[config.mk]
export PLATFORM = sky130hd
export DESIGN_NAME = sample_ntt_stream
export DESIGN_NICKNAME = d
export VERILOG_FILES = /design/src/rtl/sampler_pkg.sv /design/src/rtl/sampler_byte_buffer.sv /design/src/rtl/sample_ntt_stream.sv
export SDC_FILE = /design/constraint.sdc
export NUM_CORES = 1
export LEC_CHECK = 0
export ABC_AREA = 1
export BUFFER_PORTS_ARGS = -buffer_cell sky130_fd_sc_hd__buf_2
export CAP_MARGIN = 25
export CORE_ASPECT_RATIO = 1.4
export CORE_MARGIN = 3
export CORE_UTILIZATION = 40
export DETAILED_ROUTE_END_ITERATION = 12
export GPL_ROUTABILITY_DRIVEN = 0
export SLEW_MARGIN = 20
export SYNTH_ARGS = -nofsm -noshare
export SYNTH_HDL_FRONTEND = slang
export SYNTH_SLANG_ARGS = --single-unit
[constraint.sdc]
create_clock -name clk -period 3.35 [get_ports clk]
set_input_delay 0.1675 -clock clk [delete_from_list [all_inputs] [get_ports clk]]
set_output_delay 0.1675 -clock clk [all_outputs]
set_load 0.01 [all_outputs]
[src/rtl/sampler_pkg.sv]
// rtl/sampler_pkg.sv - shared constants and enums for the rejection sampler
// Contents: modulus constants for both modes, absorb message sizes,
// mode_e (sampling mode), state_e (controller states).
package sampler_pkg;

  localparam int unsigned Q_MLKEM     = 3329;
  localparam int unsigned Q_MLDSA     = 8380417;
  localparam int unsigned SEED_BYTES  = 32;
  localparam int unsigned NONCE_BYTES = 2;
  localparam int unsigned ABS_BYTES   = SEED_BYTES + NONCE_BYTES;

  typedef enum logic {
    MODE_MLKEM = 1'b0,
    MODE_MLDSA = 1'b1
  } mode_e;

  typedef enum logic [2:0] {
    ST_IDLE    = 3'd0,
    ST_ABSORB  = 3'd1,
    ST_SQUEEZE = 3'd2,
    ST_FLUSH   = 3'd3,
    ST_DONE    = 3'd4
  } state_e;

endpackage

[src/rtl/sampler_byte_buffer.sv]
// rtl/sampler_byte_buffer.sv - byte FIFO that appends DATA_W beats and pops 3-byte groups
// Ports: clk, rst (sync active-high), clear (drop contents), push/push_data
// (append a full beat after the leftover bytes), pop (drop the 3 oldest
// bytes), head (3 oldest bytes, oldest in [7:0]), count (bytes held).
module sampler_byte_buffer #(
  parameter int DATA_W = 128,
  parameter int DEPTH  = DATA_W / 8 + 2,
  parameter int CNT_W  = $clog2(DEPTH + 1)
) (
  input  logic              clk,
  input  logic              rst,
  input  logic              clear,
  input  logic              push,
  input  logic [DATA_W-1:0] push_data,
  input  logic              pop,
  output logic [23:0]       head,
  output logic [CNT_W-1:0]  count
);

  localparam int BPB   = DATA_W / 8;
  localparam int BUF_W = DEPTH * 8;

  logic [BUF_W-1:0] data_q;
  logic [BUF_W-1:0] shifted;
  logic [BUF_W-1:0] appended;
  logic [CNT_W-1:0] cnt_after_pop;

  // Bytes above count are always zero, so a new beat can be OR-ed in at the
  // current fill level. The caller only pushes with fewer than 3 bytes left.
  always_comb begin
    shifted       = data_q;
    cnt_after_pop = count;
    if (pop) begin
      shifted       = data_q >> 24;
      cnt_after_pop = count - CNT_W'(3);
    end
    appended = shifted;
    if (push) begin
      appended = shifted | (BUF_W'(push_data) << (8 * cnt_after_pop));
    end
  end

  always_ff @(posedge clk) begin
    if (rst || clear) begin
      data_q <= '0;
      count  <= '0;
    end else begin
      data_q <= appended;
      count  <= cnt_after_pop + (push ? CNT_W'(BPB) : CNT_W'(0));
    end
  end

  assign head = data_q[23:0];

endmodule

[src/rtl/sample_ntt_stream.sv]
// rtl/sample_ntt_stream.sv - XOF-driven rejection sampler for ML-KEM / ML-DSA NTT coefficients
// Ports: clk, rst (sync active-high); start_i/mode_i/seed_i/nonce_i job setup;
// xof_data/valid/last/keep_o + xof_ready_i absorb stream; xof_squeeze_*
// squeeze stream; xof_stop_o stop pulse; coeff_o/coeff_idx_o/coeff_valid_o +
// coeff_ready_i coefficient stream; busy_o, done_o status.
// Optional: SAMPLE_NTT_STREAM_STATS_EN adds reject_cnt_o (saturating reject count).
module sample_ntt_stream
  import sampler_pkg::*;
#(
  parameter int DATA_W      = 128,
  parameter int N           = 256,
  parameter int COEFF_WIDTH = 23
) (
  input  logic                   clk,
  input  logic                   rst,
  input  logic                   start_i,
  input  logic                   mode_i,
  input  logic [255:0]           seed_i,
  input  logic [15:0]            nonce_i,
  output logic [DATA_W-1:0]      xof_data_o,
  output logic                   xof_valid_o,
  output logic                   xof_last_o,
  output logic [DATA_W/8-1:0]    xof_keep_o,
  input  logic                   xof_ready_i,
  input  logic [DATA_W-1:0]      xof_squeeze_data_i,
  input  logic                   xof_squeeze_valid_i,
  output logic                   xof_squeeze_ready_o,
  output logic                   xof_stop_o,
  output logic [COEFF_WIDTH-1:0] coeff_o,
  output logic [$clog2(N)-1:0]   coeff_idx_o,
  output logic                   coeff_valid_o,
  input  logic                   coeff_ready_i,
  output logic                   busy_o,
  output logic                   done_o
`ifdef SAMPLE_NTT_STREAM_STATS_EN
  ,
  output logic [15:0]            reject_cnt_o
`endif
);

  localparam int BPB        = DATA_W / 8;
  localparam int ABS_BEATS  = (ABS_BYTES + BPB - 1) / BPB;
  localparam int LAST_BYTES = ABS_BYTES - (ABS_BEATS - 1) * BPB;
  localparam int BEAT_W     = $clog2(ABS_BEATS + 1);
  localparam int IDX_W      = $clog2(N);
  localparam int DEPTH      = BPB + 2;
  localparam int CNT_W      = $clog2(DEPTH + 1);
  localparam int MSG_W      = ABS_BYTES * 8;
  localparam int PAD_W      = ABS_BEATS * DATA_W;

  localparam logic [BPB-1:0] ALL_KEEP  = '1;
  localparam logic [BPB-1:0] LAST_KEEP = ALL_KEEP >> (BPB - LAST_BYTES);
  localparam logic [22:0]    Q_KEM     = 23'(Q_MLKEM);
  localparam logic [22:0]    Q_DSA     = 23'(Q_MLDSA);

  state_e             state_q, state_d;
  mode_e              mode_q;
  logic [MSG_W-1:0]   msg_q;
  logic [PAD_W-1:0]   msg_pad;
  logic [BEAT_W-1:0]  beat_q;
  logic               half_q;
  logic [IDX_W-1:0]   j_q;
  logic [COEFF_WIDTH-1:0] coeff_q;
  logic [IDX_W-1:0]   idx_q;
  logic               cvalid_q;
  logic               stop_q;
  logic [15:0]        rej_q;

  logic [23:0]        head;
  logic [CNT_W-1:0]   buf_cnt;
  logic [22:0]        cand;
  logic               start_ok, abs_hs, abs_last, sq_hs, out_free;
  logic               eval, accept, last_acc, pop, buf_clear;

  assign start_ok = start_i && (state_q == ST_IDLE || state_q == ST_DONE);
  assign abs_last = (beat_q == BEAT_W'(ABS_BEATS - 1));
  assign abs_hs   = xof_valid_o && xof_ready_i;
  assign sq_hs    = xof_squeeze_valid_i && xof_squeeze_ready_o;
  assign out_free = !cvalid_q || coeff_ready_i;
  assign eval     = (state_q == ST_SQUEEZE) && (buf_cnt >= CNT_W'(3)) && out_free;

  // ML-KEM consumes one group as two 12-bit candidates (d1 then d2), so the
  // group is only popped after the second half; ML-DSA pops every candidate.
  always_comb begin
    cand = '0;
    if (mode_q == MODE_MLDSA) cand = {head[22:16], head[15:8], head[7:0]};
    else if (half_q)          cand = 23'({head[23:16], head[15:12]});
    else                      cand = 23'({head[11:8], head[7:0]});
  end

  assign accept    = cand < ((mode_q == MODE_MLDSA) ? Q_DSA : Q_KEM);
  assign last_acc  = eval && accept && (j_q == IDX_W'(N - 1));
  assign pop       = eval && ((mode_q == MODE_MLDSA) || half_q);
  assign buf_clear = start_ok || (state_q == ST_FLUSH);
  assign msg_pad   = PAD_W'(msg_q);

  sampler_byte_buffer #(.DATA_W(DATA_W)) u_buf (
    .clk       (clk),
    .rst       (rst),
    .clear     (buf_clear),
    .push      (sq_hs),
    .push_data (xof_squeeze_data_i),
    .pop       (pop),
    .head      (head),
    .count     (buf_cnt)
  );

  always_ff @(posedge clk) begin
    if (rst) state_q <= ST_IDLE;
    else     state_q <= state_d;
  end

  always_comb begin
    state_d = state_q;
    unique case (state_q)
      ST_IDLE, ST_DONE: if (start_ok)              state_d = ST_ABSORB;
      ST_ABSORB:        if (abs_hs && abs_last)     state_d = ST_SQUEEZE;
      ST_SQUEEZE:       if (last_acc)               state_d = ST_FLUSH;
      ST_FLUSH:         if (cvalid_q && coeff_ready_i) state_d = ST_DONE;
      default:                                      state_d = ST_IDLE;
    endcase
  end

  always_comb begin
    xof_valid_o         = (state_q == ST_ABSORB);
    xof_data_o          = '0;
    xof_keep_o          = '0;
    xof_last_o          = 1'b0;
    if (state_q == ST_ABSORB) begin
      xof_data_o = msg_pad[beat_q*DATA_W +: DATA_W];
      xof_keep_o = abs_last ? LAST_KEEP : ALL_KEEP;
      xof_last_o = abs_last;
    end
    xof_squeeze_ready_o = (state_q == ST_SQUEEZE) && (buf_cnt < CNT_W'(3));
    xof_stop_o          = stop_q;
    busy_o              = (state_q == ST_ABSORB) || (state_q == ST_SQUEEZE) ||
                          (state_q == ST_FLUSH);
    done_o              = (state_q == ST_DONE);
    coeff_o             = coeff_q;
    coeff_idx_o         = idx_q;
    coeff_valid_o       = cvalid_q;
  end

  always_ff @(posedge clk) begin
    if (rst) begin
      mode_q   <= MODE_MLKEM;
      msg_q    <= '0;
      beat_q   <= '0;
      half_q   <= 1'b0;
      j_q      <= '0;
      coeff_q  <= '0;
      idx_q    <= '0;
      cvalid_q <= 1'b0;
      stop_q   <= 1'b0;
      rej_q    <= '0;
    end else begin
      stop_q <= last_acc;
      if (start_ok) begin
        mode_q   <= mode_e'(mode_i);
        msg_q    <= {nonce_i, seed_i};
        beat_q   <= '0;
        half_q   <= 1'b0;
        j_q      <= '0;
        coeff_q  <= '0;
        idx_q    <= '0;
        cvalid_q <= 1'b0;
        rej_q    <= '0;
      end else begin
        if (abs_hs && !abs_last) beat_q <= beat_q + BEAT_W'(1);
        if (eval && mode_q == MODE_MLKEM) half_q <= !half_q;
        if (eval && accept) begin
          coeff_q  <= COEFF_WIDTH'(cand);
          idx_q    <= j_q;
          cvalid_q <= 1'b1;
          j_q      <= j_q + IDX_W'(1);
        end else if (cvalid_q && coeff_ready_i) begin
          cvalid_q <= 1'b0;
        end
        if (eval && !accept && rej_q != 16'hFFFF) rej_q <= rej_q + 16'd1;
      end
    end
  end

`ifdef SAMPLE_NTT_STREAM_STATS_EN
  assign reject_cnt_o = rej_q;
`else
  logic unused_rej;
  assign unused_rej = ^rej_q;
`endif

endmodule

==> flow_summary.ini, run 1 <==
[status]
status = completed

[global_routing]
grt_pass1_vias = 27840
grt_max_degree = 133
antenna_found_initial = 11
grt_use_total_pct = 32.60
grt_pass1_wl_um = 166100
grt_overflow = 0

[worst_setup_path]
worstPathArrival_ns = 3.61
startpoint = u_buf.count[0]$_SDFF_PP0_
end_kind = flip-flop
cp-start-kind = flip-flop
crit-reg2reg-launch = u_buf.count[0]$_SDFF_PP0_
cp_data_required_time_ns = 3.85
crit_type = flip-flop to flip-flop
r2r_end = u_buf.data_q[140]$_SDFF_PP0_
r2r_cells = 17
r2r_slack_ns = 0.25
cp_max_fo = 59

[flow_run]
drv_cap = 0

[synth]
syn_area_per_cell_um2 = 6.339
synth_enable_flop_cells = 0
synth.largest_area_cell = dfxtp_1
ys_seq_area_share_pct = 38.45
async_reset_ff_share_pct = 0
synth_top_area_share_pct = 38.45
synth_nets = 4264
synth.distinct_cells = 44
synth_area_leaders = dfxtp_1 (38%), nand2_1 (17%), nor2_1 (9.2%), nand3_1 (7.3%), o21ai_0 (6.5%)
synth_ff_type = dfxtp_1
syn_inst = 3852
synth.most_common_cell = nand2_1
yosys_warnings = 0
ys_ff_latch = 469
synth_common_cells = nand2_1 (1,097), nor2_1 (598), dfxtp_1 (469), nand3_1 (354), o21ai_0 (316)
synth_area_um2 = 24420

[die]
rows = 106
coreArea_um2 = 60080
die_w_um = 214.8
start_util_pct = 40.64
chipHeight_um = 298.3
die-area_um2 = 64080
io_pins = 589

[clocking]
holdBufCountCts = 276
cts_sinks = 469
clkTransAtPathRegs_ns = 0.06
root_buffer = clkbuf_16
clockBufferDepth = 3
postCtsResizedCells = 0
numCtsBuffers = 48
post-cts-setup-buffers = 0
cts_tree = yes
clk_latency_ns = 0.58
htree_num_levels = 2

[timing]
finalCritPeriodShare_pct = 92.68
worstMarginPinSlew_ns = 0.9444
tns_ns = 0
slew_violations = 0
fin_skew_ns = 0.02709
setup-violations-final = 0
max_freq_mhz = 322.1
min_period_ns = 3.105
rsz0062_at_grt = false
relSlewSlack_pct = 37.04
hold_viol = 0
holdWs_ns = 0.08693

[placed_design]
portBuffers = 588
place_area_um2 = 27850
dp_hpwl_um = 77400

[finish]
nNetsFinal = 4948
ff_latch_area_um2 = 9393
multi_input_area_um2 = 13030
final_util_pct = 53.70
fillers = 6029
syn2layout_area_growth_pct = 32.13
final_cell_area_um2 = 32260
drive_gt1_share_pct = 17.30

[routing]
finalWirelength_um = 109700
firstDrtPassIters = 6
antenna_left = 0
viasPerCell = 5.391
drc = 0
drt_iter0_drc = 3081
wl_per_cell_um = 20.34
num_vias = 29080

[min_path]
hold_depth = 5
hp-class = input pin to flip-flop
hold_start = xof_squeeze_data_i[1]
hold_end = u_buf.data_q[1]$_SDFF_PP0_

[power]
p_leak_nw = 14.55
total_power_mw = 18.02
powerDensity_nw_per_um2 = 558.4
peakVddDrop_v = 0.0003954
[metrics by stage]
step	setup WS [ns]	instances
detailed placement	0.3891	5020
floorplan	0.9835	3852
global route	0.04783	5387
finish	0.2453	5394
global placement	0.4011	5020
CTS	0.3630	5382
[placed cells by master (no fill, tap or decap), drive strengths merged, types with 11 or more instances in the layout]
master and count:
a31oi 61, o21ai 380, buf 669, diode 12
nor2 603, o211ai 37, dfxtp 469, o32ai 16
nor3 11, nand3 356, dlygate4sd3 276, nand4 30
a21oi 245, inv 164, nand2 1105, clkbuf 73
[state kept, by name, indices dropped and copies added (netlist names)]
signal         flops
j_q                8
u_buf.data_q     144
beat_q             2
xof_stop_o         1
state_q            3
mode_q             1
coeff_valid_o      1
half_q             1
coeff_o           23
msg_q            272
u_buf.count        5
coeff_idx_o        8
[worst max-delay path: stages (launching register included)]
cell and delay, ns:
dfxtp_1 0.37, ha_1 0.26, nor2_1 0.14, nand2_2 0.13
nand3_4 0.13, buf_4 0.26, nand2_2 0.13, nand2_4 0.11
buf_12 0.24, nand2_1 0.11, nand3_1 0.17, nand3_1 0.29
a21oi_1 0.24, buf_4 0.13, nand2_1 0.04, nand2_1 0.05
nand2_1 0.05, a21oi_1 0.11
[where the power goes]
group	switching [mW]	leakage [nW]	internal, mW	total [mW]
registers	0.500	3.84	6.67	7.17
logic	3.52	9.92	1.75	5.27
clock network	2.34	0.793	3.23	5.57
[layout make-up]
type,count,share of cell area [%]
clock inverters,13,0.4964
well taps,810,3.141
inverters,166,1.993
flip-flops and latches,469,29.11
multi-input cells,2906,40.37
clock buffers,73,4.518
repair buffers,945,20.27
diodes,12,0.09308
[cell families (layout without fill, tap and decap cells)]
| kind of cell | after synthesis | after routing | share of synthesized area, % |
|---|---|---|---|
| AO/OA/AOI/OAI | 773 | 773 | 17.29 |
| other | 0 | 12 | 0 |
| XOR/XNOR | 4 | 4 | 0.1435 |
| adder cells (fa/ha/maj) | 5 | 5 | 0.2562 |
| multiplexers | 5 | 5 | 0.2050 |
| buffers and inverters | 477 | 1197 | 8.394 |
| flip-flops | 469 | 469 | 38.45 |
| AND/OR/NAND/NOR | 2119 | 2119 | 35.26 |
[how the worst max path moves through the flow]
stage               cells after the start  slack [ns]                           end
finish                                 17        0.25  u_buf.data_q[140]$_SDFF_PP0_
global route                           17        0.05  u_buf.data_q[140]$_SDFF_PP0_
CTS                                    17        0.36  u_buf.data_q[140]$_SDFF_PP0_
detailed placement                     17        0.39  u_buf.data_q[140]$_SDFF_PP0_
global placement                       17        0.40  u_buf.data_q[140]$_SDFF_PP0_
floorplan                              17        0.98      coeff_o[13]$_SDFFE_PP0P_
[routing by layer]
layer | GRT usage (%) | vias up | wire length (um)
met1 | 38.08 | 13370 | 41400
met5 | 0 | - | 40
met2 | 53.64 | 1361 | 50630
met3 | 6.968 | 354 | 8855
met4 | 21.91 | 6 | 8787
li1 | - | 13990 | -
Note: power is estimated with default switching activity, not from simulation.
==> inputs of run 2 (changes only) <==
- ABC_AREA: 1 -> unset
- TNS_END_PERCENT: unset -> 1
==> run 2 against run 1 <==
  * Global-route usage rose by 0.44 points
  * Critical path depth is 7 lower
  * First-iteration DRC count up 1.9%
  * Final area increased by 8.8%
  * Via count increased by 0.68%
  * Largest cell class unchanged
==> flow_summary.ini, run 2 <==
[status]
status = completed

[worst_setup_path]
cp_cell_sequence = a211o_1, or3_1, buf_4, nand2_4, buf_4, buf_4, nand2_1, a31oi_1, mux2i_1, a221o_1
r2r_end = u_buf.data_q[131]$_SDFF_PP0_
crit_path_top_delay_cell = a31oi_1
crit_buf_inv = 3
cp_data_required_time_ns = 3.81
crit_type = flip-flop to flip-flop
cp_max_fo = 17
cp_common_cell = buf_4
r2r_cells = 10
worstPathArrival_ns = 3.72
path_delay_family = compound AO/OA/AOI/OAI gates
crit-reg2reg-launch = u_buf.count[2]$_SDFF_PP0_
end_kind = flip-flop
cp-start-kind = flip-flop
r2r_slack_ns = 0.09
max_stage_delay_ns = 0.43

[finish]
final_common_cell = nand2_1
layout_common_cells = nand2_1 (759), buf_2 (587), dfxtp_1 (466)
syn2layout_area_growth_pct = 34.02
nNetsFinal = 4557
top_register = msg_q
finalNonFillerCells = 5026
final_cell_area_um2 = 35090
drive_gt1_share_pct = 22.90
largest_register_ffs = 272
fillers = 5925

[timing]
hold_viol = 0
fin_skew_ns = 0.02182
worstMarginPinSlew_ns = 1.186
slew_violations = 0
finalCritPeriodShare_pct = 97.35
relSlewSlack_pct = 20.91
rsz0062_at_grt = false
tns_ns = 0
setup-violations-final = 0
min_period_ns = 3.261
timing.final.ws_setup_ns = 0.08880
max_freq_mhz = 306.6

[power]
total_power_mw = 13.47
peakVddDrop_v = 0.0003637
powerDensity_nw_per_um2 = 383.9
p_leak_nw = 14.15

[die]
die_w_um = 222.2
chipHeight_um = 308.7
rows = 110
io_pins = 589
die-area_um2 = 68620
start_util_pct = 40.57
coreArea_um2 = 64550

[routing]
viasPerCell = 5.826
firstDrtPassIters = 6
drt_iter0_drc = 3139
finalWirelength_um = 120200
wl_per_cell_um = 23.92
num_vias = 29280
drc = 0
antenna_left = 0

[synth]
synth.distinct_cells = 74
ys_ff_latch = 469
synth_enable_flop_cells = 0
synth_area_leaders = dfxtp_1 (36%), mux2i_1 (14%), nand2_1 (11%), a21oi_1 (7.2%), nor2_1 (5.0%)
yosys_warnings = 0
synth_nets = 3761
ys_seq_area_share_pct = 35.85
synth.largest_area_cell = dfxtp_1
synth_ff_type = dfxtp_1
synth_common_cells = nand2_1 (762), dfxtp_1 (469), a21oi_1 (375), mux2i_1 (365), nor2_1 (351)
async_reset_ff_share_pct = 0
synth_area_um2 = 26190
syn_area_per_cell_um2 = 7.819
syn_inst = 3349
synth_top_area_share_pct = 35.85
synth.most_common_cell = nand2_1

[global_routing]
grt_use_met1_pct = 37.82
grt_max_degree = 214
grt_use_total_pct = 33.04
top_usage_layer = met2
grt_pass1_wl_um = 176900
met2_usage_pct = 55.03
grtUsageMet3_pct = 6.863
antenna_found_initial = 6
grt_overflow = 0
grt_pass1_vias = 28200

[min_path]
hp-class = input pin to flip-flop
hold_depth = 4
hold_start = coeff_ready_i
hold_end = state_q[1]$_SDFFE_PP0P_

[clocking]
htree_num_levels = 2
numCtsBuffers = 48
root_buffer = clkbuf_16
clkTransAtPathRegs_ns = 0.07
cts_tree = yes
clk_latency_ns = 0.58
cts_sinks = 469
clockBufferDepth = 3
post-cts-setup-buffers = 0

[placed_design]
place_area_um2 = 30530
portBuffers = 588
place_ws_ns = 0.02521
dp_hpwl_um = 85070
place_inst = 4640

[flow_run]
drv_cap = 0
run 2: cell count changes after synthesis, moves of 33 or more:
cell,before,now
mux2_2,0,34
inv_1,145,7
o21ai_0,316,93
nand2_1,1097,762
mux2i_1,5,365
o22ai_1,0,49
nor2_1,598,351
a21oi_1,244,375
mux4_2,0,43
a211oi_1,5,38
nand3_1,354,65
o21ai_1,64,3
run 2: final cells by class:
type                            count  area (um^2)  area share (%)
Inverter                            8        30.03         0.08557
Sequential cell                   469         9400           26.79
Multi-Input combinational cell   2562        15560           44.34
Antenna cell                        7        17.52         0.04991
Clock inverter                     16        201.4          0.5740
Clock buffer                       68         1366           3.893
Tap cell                          840         1051           2.995
Timing Repair Buffer             1056         7466           21.27
run 2: timing repair:
action | in CTS | in global routing
endpoints found under the hold margin | 290 | 0
pin swaps | 0 | 0
endpoints found under the setup margin | 2 | 4
hold buffers | 295 | 0
gates resized for setup | 2 | 3
run 2: report_power, final:
group | leakage (nW) | internal [mW] | total (mW) | switching (mW)
clock network | 0.769 | 3.15 | 5.47 | 2.33
registers | 3.82 | 5.78 | 5.90 | 0.116
logic | 9.56 | 0.885 | 2.10 | 1.22
run 2: how the worst max path moves through the flow:
stage,from,to,cells after the start
floorplan,half_q$_SDFFE_PP0P_,coeff_idx_o[3]$_SDFFE_PP0P_,11
global placement,state_q[2]$_SDFFE_PP0P_,u_buf.data_q[119]$_SDFF_PP0_,10
detailed placement,state_q[2]$_SDFFE_PP0P_,u_buf.data_q[119]$_SDFF_PP0_,10
CTS,state_q[1]$_SDFFE_PP0P_,u_buf.data_q[113]$_SDFF_PP0_,9
global route,state_q[1]$_SDFFE_PP0P_,u_buf.data_q[111]$_SDFF_PP0_,10
finish,u_buf.count[2]$_SDFF_PP0_,u_buf.data_q[131]$_SDFF_PP0_,10
run 2: per-stage QoR:
stage	hold slack [ns]	utilization [%]
after floorplan	0.3035	-
after global placement	0.4085	47.30
after detailed placement	0.4131	47.30
after CTS	0.001509	54.32
after global routing	0.04886	54.34
final	0.06240	54.37
run 2: layer usage:
metal / share of wire [%] / up-vias
met5: 0.031 / -
met3: 9.0 / 465
li1: - / 13340
met2: 47 / 1810
met4: 8.6 / 6
met1: 36 / 13660
run 2: worst min-delay path, delay by kind of cell:
| family | cells | cell delay, ns |
|---|---|---|
| and+or+nand+nor | 2 | 0.22 |
| AOI/OAI and AO/OA | 1 | 0.08 |
| buffers and inverters | 1 | 0.11 |
run 2: cell families (layout without fill, tap and decap cells):
logic type,count (synthesis),in the layout,synth area share [%]
simple gates,1293,1293,20.24
flops,469,469,35.85
compound gates,810,810,18.99
other cells,0,7,0
fa+ha+maj,5,5,0.2389
xor+xnor,12,12,0.4014
buf+inv,318,1148,5.156
mux,442,442,19.11
